File: src/rtl/arp_pkg.sv
// Shared constants and FSM state type for the ARP transmit path.
// The UDP transmitter will import the CRC constants from here too.
package arp_pkg;

   localparam logic [15:0] ETH_TYPE_ARP  = 16'h0806;
   localparam logic [15:0] ARP_HTYPE     = 16'h0001;
   localparam logic [15:0] ARP_PTYPE     = 16'h0800;
   localparam logic [7:0]  ARP_HLEN      = 8'h06;
   localparam logic [7:0]  ARP_PLEN      = 8'h04;
   localparam logic [15:0] ARP_OP_REQ    = 16'h0001;
   localparam logic [15:0] ARP_OP_REPLY  = 16'h0002;

   localparam logic [7:0]  PREAMBLE_BYTE = 8'h55;
   localparam logic [7:0]  SFD_BYTE      = 8'hD5;

   localparam int PREAMBLE_LEN = 8;
   localparam int ETH_HEAD_LEN = 14;
   localparam int ARP_BODY_LEN = 28;
   localparam int PAD_LEN      = 18;
   localparam int FCS_LEN      = 4;

   // Reflected IEEE 802.3 polynomial (04C1_1DB7 bit-reversed).
   localparam logic [31:0] CRC_POLY_REFL = 32'hEDB8_8320;
   localparam logic [31:0] CRC_INIT      = 32'hFFFF_FFFF;

   typedef enum logic [2:0] {
      ST_IDLE,
      ST_PREAMBLE,
      ST_ETH_HEAD,
      ST_ARP_BODY,
      ST_PAD,
      ST_FCS,
      ST_IFG
   } state_t;

endpackage

File: src/rtl/arp_tx_if.sv
// Request and GMII signals of the ARP transmitter, plus FSM state for debug.
// Handshake: i_arp_tx_en is a one-cycle request taken only while o_arp_tx_busy=0; there is no ready/queue.
interface arp_tx_if;
   import arp_pkg::*;

   logic         i_arp_tx_en;
   logic         i_arp_tx_type;
   logic [47:0]  i_arp_desmac_addr;
   logic [31:0]  i_arp_desip_addr;
   logic         o_gmii_tx_en;
   logic [7:0]   o_gmii_tx_data;
   logic         o_arp_tx_done;
   logic         o_arp_tx_busy;
   state_t       o_dbg_state;

   modport master (
      output i_arp_tx_en, i_arp_tx_type, i_arp_desmac_addr, i_arp_desip_addr,
      input  o_gmii_tx_en, o_gmii_tx_data, o_arp_tx_done, o_arp_tx_busy, o_dbg_state
   );

   modport slave (
      input  i_arp_tx_en, i_arp_tx_type, i_arp_desmac_addr, i_arp_desip_addr,
      output o_gmii_tx_en, o_gmii_tx_data, o_arp_tx_done, o_arp_tx_busy, o_dbg_state
   );

endinterface

File: src/rtl/crc32_d8.sv
// Combinational next-state of the reflected Ethernet CRC-32 for one data byte.
module crc32_d8
   import arp_pkg::*;
(
   input  logic [31:0] i_crc,
   input  logic [7:0]  i_data,
   output logic [31:0] o_crc
);

   logic [31:0] w_c;

   always_comb begin
      w_c = i_crc ^ {24'h0, i_data};
      for (int i = 0; i < 8; i++) begin
         w_c = w_c[0] ? ((w_c >> 1) ^ CRC_POLY_REFL) : (w_c >> 1);
      end
      o_crc = w_c;
   end

endmodule

File: src/rtl/arp_tx.sv
// GMII ARP frame transmitter: preamble, Ethernet header, ARP body, pad and FCS,
// followed by an inter-frame gap during which new requests are dropped.
module arp_tx
   import arp_pkg::*;
#(
   parameter logic [47:0] BOARD_MAC  = 48'h00_11_22_33_44_55,
   parameter logic [31:0] BOARD_IP   = {8'd192, 8'd168, 8'd1, 8'd10},
   parameter int          IFG_CYCLES = 12
) (
   input  logic      i_gmii_tx_clk,
   input  logic      i_rst,
   arp_tx_if.slave   bus
);

   state_t       r_state;
   logic [7:0]   r_cnt;
   logic [31:0]  r_crc;
   logic         r_tx_en;
   logic [7:0]   r_tx_data;
   logic         r_done;
   logic         r_busy;
   logic         r_type;
   logic [47:0]  r_mac;
   logic [31:0]  r_ip;

   logic [47:0]  w_dst_mac;
   logic [47:0]  w_tgt_mac;
   logic [15:0]  w_opcode;
   logic [111:0] w_eth_hdr;
   logic [223:0] w_arp_body;
   logic [6:0]   w_eth_idx;
   logic [7:0]   w_arp_idx;
   logic [4:0]   w_fcs_idx;
   logic [31:0]  w_fcs;
   logic [7:0]   w_fcs_byte;
   logic [7:0]   w_payload_byte;
   logic         w_last_payload;
   state_t       w_next_state;
   logic [31:0]  w_crc_next;

   assign w_dst_mac  = r_type ? r_mac : 48'hFFFF_FFFF_FFFF;
   assign w_tgt_mac  = r_type ? r_mac : 48'h0;
   assign w_opcode   = r_type ? ARP_OP_REPLY : ARP_OP_REQ;
   assign w_eth_hdr  = {w_dst_mac, BOARD_MAC, ETH_TYPE_ARP};
   assign w_arp_body = {ARP_HTYPE, ARP_PTYPE, ARP_HLEN, ARP_PLEN, w_opcode,
                        BOARD_MAC, BOARD_IP, w_tgt_mac, r_ip};

   // Byte n of a field sits at bit offset 8*(LEN-1-n) because fields go MSB first.
   assign w_eth_idx  = 7'(8 * (ETH_HEAD_LEN - 1)) - {r_cnt[3:0], 3'b000};
   assign w_arp_idx  = 8'(8 * (ARP_BODY_LEN - 1)) - {r_cnt[4:0], 3'b000};
   assign w_fcs_idx  = {r_cnt[1:0], 3'b000};
   assign w_fcs      = ~r_crc;
   assign w_fcs_byte = w_fcs[w_fcs_idx +: 8];

   always_comb begin
      w_payload_byte = 8'h00;
      w_last_payload = 1'b0;
      w_next_state   = ST_IDLE;
      case (r_state)
         ST_ETH_HEAD: begin
            w_payload_byte = w_eth_hdr[w_eth_idx +: 8];
            w_last_payload = (r_cnt == 8'(ETH_HEAD_LEN - 1));
            w_next_state   = ST_ARP_BODY;
         end
         ST_ARP_BODY: begin
            w_payload_byte = w_arp_body[w_arp_idx +: 8];
            w_last_payload = (r_cnt == 8'(ARP_BODY_LEN - 1));
            w_next_state   = ST_PAD;
         end
         ST_PAD: begin
            w_last_payload = (r_cnt == 8'(PAD_LEN - 1));
            w_next_state   = ST_FCS;
         end
         default: ;
      endcase
   end

   crc32_d8 u_crc32_d8 (
      .i_crc  (r_crc),
      .i_data (w_payload_byte),
      .o_crc  (w_crc_next)
   );

   always_ff @(posedge i_gmii_tx_clk) begin
      if (i_rst) begin
         r_state   <= ST_IDLE;
         r_cnt     <= 8'd0;
         r_crc     <= CRC_INIT;
         r_tx_en   <= 1'b0;
         r_tx_data <= 8'h00;
         r_done    <= 1'b0;
         r_busy    <= 1'b0;
         r_type    <= 1'b0;
         r_mac     <= 48'h0;
         r_ip      <= 32'h0;
      end else begin
         r_done <= 1'b0;
         case (r_state)
            ST_IDLE: begin
               r_tx_en   <= 1'b0;
               r_tx_data <= 8'h00;
               if (bus.i_arp_tx_en) begin
                  r_type  <= bus.i_arp_tx_type;
                  r_mac   <= bus.i_arp_desmac_addr;
                  r_ip    <= bus.i_arp_desip_addr;
                  r_busy  <= 1'b1;
                  r_cnt   <= 8'd0;
                  r_state <= ST_PREAMBLE;
               end
            end
            ST_PREAMBLE: begin
               r_tx_en <= 1'b1;
               if (r_cnt == 8'(PREAMBLE_LEN - 1)) begin
                  r_tx_data <= SFD_BYTE;
                  r_crc     <= CRC_INIT;
                  r_cnt     <= 8'd0;
                  r_state   <= ST_ETH_HEAD;
               end else begin
                  r_tx_data <= PREAMBLE_BYTE;
                  r_cnt     <= r_cnt + 8'd1;
               end
            end
            ST_ETH_HEAD, ST_ARP_BODY, ST_PAD: begin
               r_tx_en   <= 1'b1;
               r_tx_data <= w_payload_byte;
               r_crc     <= w_crc_next;
               if (w_last_payload) begin
                  r_cnt   <= 8'd0;
                  r_state <= w_next_state;
               end else begin
                  r_cnt <= r_cnt + 8'd1;
               end
            end
            ST_FCS: begin
               r_tx_en   <= 1'b1;
               r_tx_data <= w_fcs_byte;
               if (r_cnt == 8'(FCS_LEN - 1)) begin
                  r_cnt   <= 8'd0;
                  r_state <= ST_IFG;
               end else begin
                  r_cnt <= r_cnt + 8'd1;
               end
            end
            ST_IFG: begin
               // First IFG cycle carries the done pulse; IFG_CYCLES more idle cycles follow.
               r_tx_en   <= 1'b0;
               r_tx_data <= 8'h00;
               r_done    <= (r_cnt == 8'd0);
               if (r_cnt == 8'(IFG_CYCLES)) begin
                  r_busy  <= 1'b0;
                  r_cnt   <= 8'd0;
                  r_state <= ST_IDLE;
               end else begin
                  r_cnt <= r_cnt + 8'd1;
               end
            end
            default: r_state <= ST_IDLE;
         endcase
      end
   end

   assign bus.o_gmii_tx_en   = r_tx_en;
   assign bus.o_gmii_tx_data = r_tx_data;
   assign bus.o_arp_tx_done  = r_done;
   assign bus.o_arp_tx_busy  = r_busy;
   assign bus.o_dbg_state    = r_state;

endmodule

File: src/flat_wrapper.sv
// flat-port wrapper written by rule: the top's interface ports become plain ports
module arp_tx_flat import arp_pkg::*;
#(
   parameter logic [47:0] BOARD_MAC  = 48'h00_11_22_33_44_55,
   parameter logic [31:0] BOARD_IP   = {8'd192, 8'd168, 8'd1, 8'd10},
   parameter int          IFG_CYCLES = 12
)
  (i_gmii_tx_clk, i_rst, bus_i_arp_tx_en, bus_i_arp_tx_type, bus_i_arp_desmac_addr, bus_i_arp_desip_addr, bus_o_gmii_tx_en, bus_o_gmii_tx_data, bus_o_arp_tx_done, bus_o_arp_tx_busy, bus_o_dbg_state);
  arp_tx_if bus_i ();
  input  logic i_gmii_tx_clk;
  input  logic i_rst;
  input wire logic [$bits(bus_i.i_arp_tx_en)-1:0] bus_i_arp_tx_en;
  input wire logic [$bits(bus_i.i_arp_tx_type)-1:0] bus_i_arp_tx_type;
  input wire logic [$bits(bus_i.i_arp_desmac_addr)-1:0] bus_i_arp_desmac_addr;
  input wire logic [$bits(bus_i.i_arp_desip_addr)-1:0] bus_i_arp_desip_addr;
  output wire logic [$bits(bus_i.o_gmii_tx_en)-1:0] bus_o_gmii_tx_en;
  output wire logic [$bits(bus_i.o_gmii_tx_data)-1:0] bus_o_gmii_tx_data;
  output wire logic [$bits(bus_i.o_arp_tx_done)-1:0] bus_o_arp_tx_done;
  output wire logic [$bits(bus_i.o_arp_tx_busy)-1:0] bus_o_arp_tx_busy;
  output wire logic [$bits(bus_i.o_dbg_state)-1:0] bus_o_dbg_state;
  assign bus_i.i_arp_tx_en = bus_i_arp_tx_en;
  assign bus_i.i_arp_tx_type = bus_i_arp_tx_type;
  assign bus_i.i_arp_desmac_addr = bus_i_arp_desmac_addr;
  assign bus_i.i_arp_desip_addr = bus_i_arp_desip_addr;
  assign bus_o_gmii_tx_en = bus_i.o_gmii_tx_en;
  assign bus_o_gmii_tx_data = bus_i.o_gmii_tx_data;
  assign bus_o_arp_tx_done = bus_i.o_arp_tx_done;
  assign bus_o_arp_tx_busy = bus_i.o_arp_tx_busy;
  assign bus_o_dbg_state = bus_i.o_dbg_state;
  arp_tx #(.BOARD_MAC(BOARD_MAC), .BOARD_IP(BOARD_IP), .IFG_CYCLES(IFG_CYCLES)) u_core (.i_gmii_tx_clk(i_gmii_tx_clk), .i_rst(i_rst), .bus(bus_i));
endmodule
File: config.mk
export PLATFORM = sky130hd
export DESIGN_NAME = arp_tx_flat
export DESIGN_NICKNAME = d
export VERILOG_FILES = /design/src/rtl/arp_pkg.sv /design/src/rtl/arp_tx_if.sv /design/src/rtl/crc32_d8.sv /design/src/rtl/arp_tx.sv /design/src/flat_wrapper.sv
export SDC_FILE = /design/constraint.sdc
export NUM_CORES = 1
export LEC_CHECK = 0
export BUFFER_PORTS_ARGS = -buffer_cell sky130_fd_sc_hd__buf_4
export CELL_PAD_IN_SITES_DETAIL_PLACEMENT = 0
export CELL_PAD_IN_SITES_GLOBAL_PLACEMENT = 1
export CORE_MARGIN = 5
export CORE_UTILIZATION = 41
export CTS_BUF_LIST = sky130_fd_sc_hd__clkbuf_2
export CTS_CLUSTER_SIZE = 12
export DETAILED_ROUTE_END_ITERATION = 10
export PLACE_DENSITY_LB_ADDON = 0.05
export SYNTH_ARGS = -nofsm -noshare
export SYNTH_HDL_FRONTEND = slang
export SYNTH_HIERARCHICAL = 1
export SYNTH_SLANG_ARGS = --single-unit
export TNS_END_PERCENT = 30
File: constraint.sdc
create_clock -name i_gmii_tx_clk -period 4.1 [get_ports i_gmii_tx_clk]
set_input_delay 0.41 -clock i_gmii_tx_clk [delete_from_list [all_inputs] [get_ports i_gmii_tx_clk]]
set_output_delay 0.41 -clock i_gmii_tx_clk [all_outputs]
set_load 0.01 [all_outputs]
==> metrics.md <==
| Metric | Value |
|---|---|
| Total of buffers placed on input and output ports | 97 |
| Setup repair after global routing missed its margin | no |
| # clock sinks | 135 |
| Number of buffers on the longest clock path | 2 |
| Max Fclk | 0.2520 GHz |
| Total of flip-flops plus latches after synthesis | 135 |
| Net count of the mapped netlist | 1007 |
| Insertion delay of the later-clocked pin in the worst-skew pair | 710 ps |
| Worst-path cell with the longest stage delay | sky130_fd_sc_hd__dfxtp_4 |
| Pin count of the biggest net entering global routing | 82 |
| Slew at the pin with the worst max-slew slack | 855.3 ps |
| CTS tree | built |
| Sequential fraction of design power | 27.1% |
| Wirelength, routed | 23.68 mm |
| Antenna violations before repair | 1 |
| End point of the critical path | u_core/r_crc[22] |
| Most numerous cell in the Yosys netlist | sky130_fd_sc_hd__nand2_1 |
| Placement row count | 50 |
| Worst relative slew slack | 42.80% |
| Clock skew | 49.21 ps |
| Number of enable-type register cells in the synthesized netlist | 0 |
| Worst slack at placement | 61.31 ps |
| Number of global-route vias before repair | 7035 |
| PD cells | 682.2 mW/mm^2 |
| Post-detailed-route wirelength per cell | 17.95 um |
| Average instance area after synthesis | 8.516 um^2 |
| RR Endpoint | u_core/r_crc[22] |
| Area growth syn-to-layout | 27.72% |
| Height of the die | 147.3 um |
| Met3 Use GR | 4.041% |
| Vias per std cell | 5.424 |
| GR Layer Usage met2 | 37.12% |
| Total leakage power | 3.811 nW |
| Post-synth top cells | sky130_fd_sc_hd__nand2_1 (197), sky130_fd_sc_hd__dfxtp_1 (135), sky130_fd_sc_hd__a21oi_1 (119) |
| Fraction of power consumed by the clock network | 13.6% |
| Final Cycle Share | 96.78% |
| Ports placed on the boundary | 98 |
| Area of the core | 0.01864 mm^2 |
| Switching power summed over all nets | 2.789 mW |
| Routed via count | 7154 |
| Cell type contributing the most total cell area after synthesis | sky130_fd_sc_hd__dfxtp_1 |
| Final critical path time including I/O delays and setup | 3968 ps |
| Number of distinct library cells after synthesis | 69 |
| Placer Congestion | 0.8932 |
| Area share of the largest cell type after synthesis | 34.95% |
| Data arrival, critical path | 4560 ps |
| Clock buffers created by TritonCTS | 17 |
| Kind of cell adding the most delay to the critical path | XOR/XNOR gates |
| Worst setup margin | 131.8 ps |
| Number of cells on the worst hold path | 2 |
| Global Route met1 Usage | 28.88% |
| Worst setup path startpoint | u_core/r_cnt[0] |
| Nets@finish | 1170 |
| Setup slack of the worst register-to-register path | 130 ps |
| Remaining global-route overflow | 0 |
| Dominant cell type by count on the critical path | sky130_fd_sc_hd__xnor2_2 |
| Net switching share of the total power | 41.39% |
| Max-slew violation count | 0 |
| Worst-path clk slew | 220 ps |
| Buffer count from post-CTS setup fixing | 0 |
| Crit path max fanout | 20 |
| Number of DRC violations after detailed routing | 0 |
| First-pass GRT wire length | 38.01 mm |
| DP Wirelength | 16.62 mm |
| Largest vdd supply drop | 0.0004037 V |
| Floorplan die area | 0.02171 mm^2 |
| CP Data Required Time | 4690 ps |
| Ratio of cells with drive above 1 in the final layout | 20.85% |
| Post-Route Setup TNS | 0 ps |
| Most used DFF post-synth | sky130_fd_sc_hd__dfxtp_1 |
| # fillers | 1756 |
| Peak per-stage delay on the critical path | 590 ps |
| Effective utilization at floorplan | 41.48% |
| Smallest hold slack | 212.1 ps |
| Fin. Hold Viols | 0 |
| Instance count of the mapped netlist | 908 |
| Die Width | 147.3 um |
| First drt pass iteration count | 5 |
| Critical path class | flop to flop |
| Leading cell types by total area after synthesis | sky130_fd_sc_hd__dfxtp_1 (35%), sky130_fd_sc_hd__nand2_1 (9.6%), sky130_fd_sc_hd__a21oi_1 (7.7%) |
| Sequential-to-total area share from yosys stat | 34.95% |
| Hold crit path type | input pin to flop |
| All-Layer GR Usage | 21.81% |
| Internal Pwr Total | 3.948 mW |
| Number of violations reported at the end of detailed-routing iteration 0 | 393 |
| Most Used Layer, Global Route | met2 |
| CP Launch Type | flop |
| Result of the run | finished, final reports clean |
| Max cap viols | 0 |
| Power share of the combinational group | 59.3% |
| CP Capture Type | flop |
| Number of antenna-violating nets in the routed design | 0 |
| Warnings, synthesis | 6 |
| Fraction of synthesis flops using an asynchronous set or reset pin | 0% |
| Worst-path cell chain | buf_12 -> mux4_2 -> and2_1 -> o21ai_0 -> a31oi_1 -> a31oi_1 -> inv_1 -> xnor2_2 -> xnor2_2 -> xnor2_2 -> xnor3_1 -> o22ai_1 -> nand2b_1 |
| Worst path buffer plus inverter count | 2 |
| Worst path depth | 13 |
| Root Driver | sky130_fd_sc_hd__clkbuf_2 |
| Endpoints failing setup | 0 |
| Worst reg2reg path startpoint | u_core/r_cnt[0] |
| Combined area of all synthesized cells | 0.007732 mm^2 |
| H-tree levels | 4 |
| Path depth of the worst reg2reg path | 13 |
## registers in the layout (all words and copies together), names as in the netlist, 3 cells and up
| signal | cells |
|---|---|
| u_core/r_mac | 48 |
| u_core/bus.o_gmii_tx_data | 8 |
| u_core/r_crc | 32 |
| u_core/r_ip | 32 |
| u_core/r_cnt | 8 |
| u_core/bus.o_dbg_state | 3 |
## power by group through the flow
| stage | combinational, mW | sequential, mW | clock, mW |
|---|---|---|---|
| 4_1_cts | 4.01 | 1.83 | 0.943 |
| 3_3_place_gp | 3.90 | 1.85 | 0 |
| 6_report | 3.99 | 1.83 | 0.915 |
| 2_1_floorplan | 3.13 | 1.76 | 0 |
| 5_1_grt | 4.35 | 1.87 | 1.00 |
| 3_5_place_dp | 3.92 | 1.86 | 0 |
## per-layer routing
| metal | part of all wire (%) | vias to the layer above |
|---|---|---|
| met1 | 45 | 3402 |
| met5 | 0 | - |
| li1 | - | 3513 |
| met4 | 1.6 | 0 |
| met2 | 49 | 211 |
| met3 | 4.4 | 28 |
## cells in the final DEF, fill, tap and decap left out, types with 7 or more instances in the layout
cell                              n
sky130_fd_sc_hd__nand2_1        197
sky130_fd_sc_hd__dfxtp_1        133
sky130_fd_sc_hd__buf_4          132
sky130_fd_sc_hd__a21oi_1        119
sky130_fd_sc_hd__dlygate4sd3_1   82
sky130_fd_sc_hd__xnor2_1         42
sky130_fd_sc_hd__o22ai_1         42
sky130_fd_sc_hd__nand2b_1        37
sky130_fd_sc_hd__mux4_2          26
sky130_fd_sc_hd__nor2_1          25
sky130_fd_sc_hd__nand3_1         19
sky130_fd_sc_hd__clkbuf_2        17
sky130_fd_sc_hd__o21ai_0         15
sky130_fd_sc_hd__ha_1            15
sky130_fd_sc_hd__xor2_1          13
sky130_fd_sc_hd__inv_1           12
sky130_fd_sc_hd__mux2i_1         11
sky130_fd_sc_hd__nor3_1          10
sky130_fd_sc_hd__a211oi_1         9
sky130_fd_sc_hd__xnor2_2          8
sky130_fd_sc_hd__a31oi_1          7
sky130_fd_sc_hd__and3_1           7
## layout make-up
cell class	instances	area, um^2	area share (%)
antenna	1	2.502	0.02534
clock buffer	17	85.08	0.8615
clock inverter	15	187.7	1.900
inverter	13	48.80	0.4941
multi-input combinational	687	4679	47.38
sequential	135	2708	27.42
tap	234	292.8	2.965
timing repair buffer	217	1872	18.95
## kinds of logic (layout without fill, tap and decap cells)
group	after synthesis	after routing	share of synthesized area (%)
compound gates	235	235	18.37
xor+xnor	74	74	11.26
fa+ha+maj	15	15	2.427
buf+inv	86	262	4.676
flops	135	135	34.95
mux	42	42	9.725
other cells	0	1	0
simple gates	321	321	18.59
## per-stage QoR
stage                     instances  total power [mW]  utilization (%)  instance area [um^2]
final                          1319             6.737            52.97                  9876
after global routing           1319             7.214            52.97                  9876
after CTS                      1318             6.779            52.95                  9871
after detailed placement       1204             5.773            47.08                  8777
after global placement         1204             5.743            47.08                  8777
after floorplan                 908             4.885                -                  7732
## worst min-delay path by stage
stage	from	to	slack, ps
after floorplan	u_core/r_mac[35]	u_core/r_mac[35]	430
after global placement	u_core/r_ip[16]	u_core/r_ip[16]	440
after detailed placement	u_core/r_ip[13]	u_core/r_ip[13]	450
after CTS	i_rst	u_core/bus.o_dbg_state[2]	140
after global routing	i_rst	u_core/r_crc[15]	130
final	i_rst	u_core/bus.o_dbg_state[2]	210
## what timing repair did
action / CTS / global route
hold buffers: 82 / 0
resized for setup: 0 / 1
hold endpoints to repair: 82 / 0
endpoints found under the setup margin: 0 / 9
(Power assumes the default switching activity.)
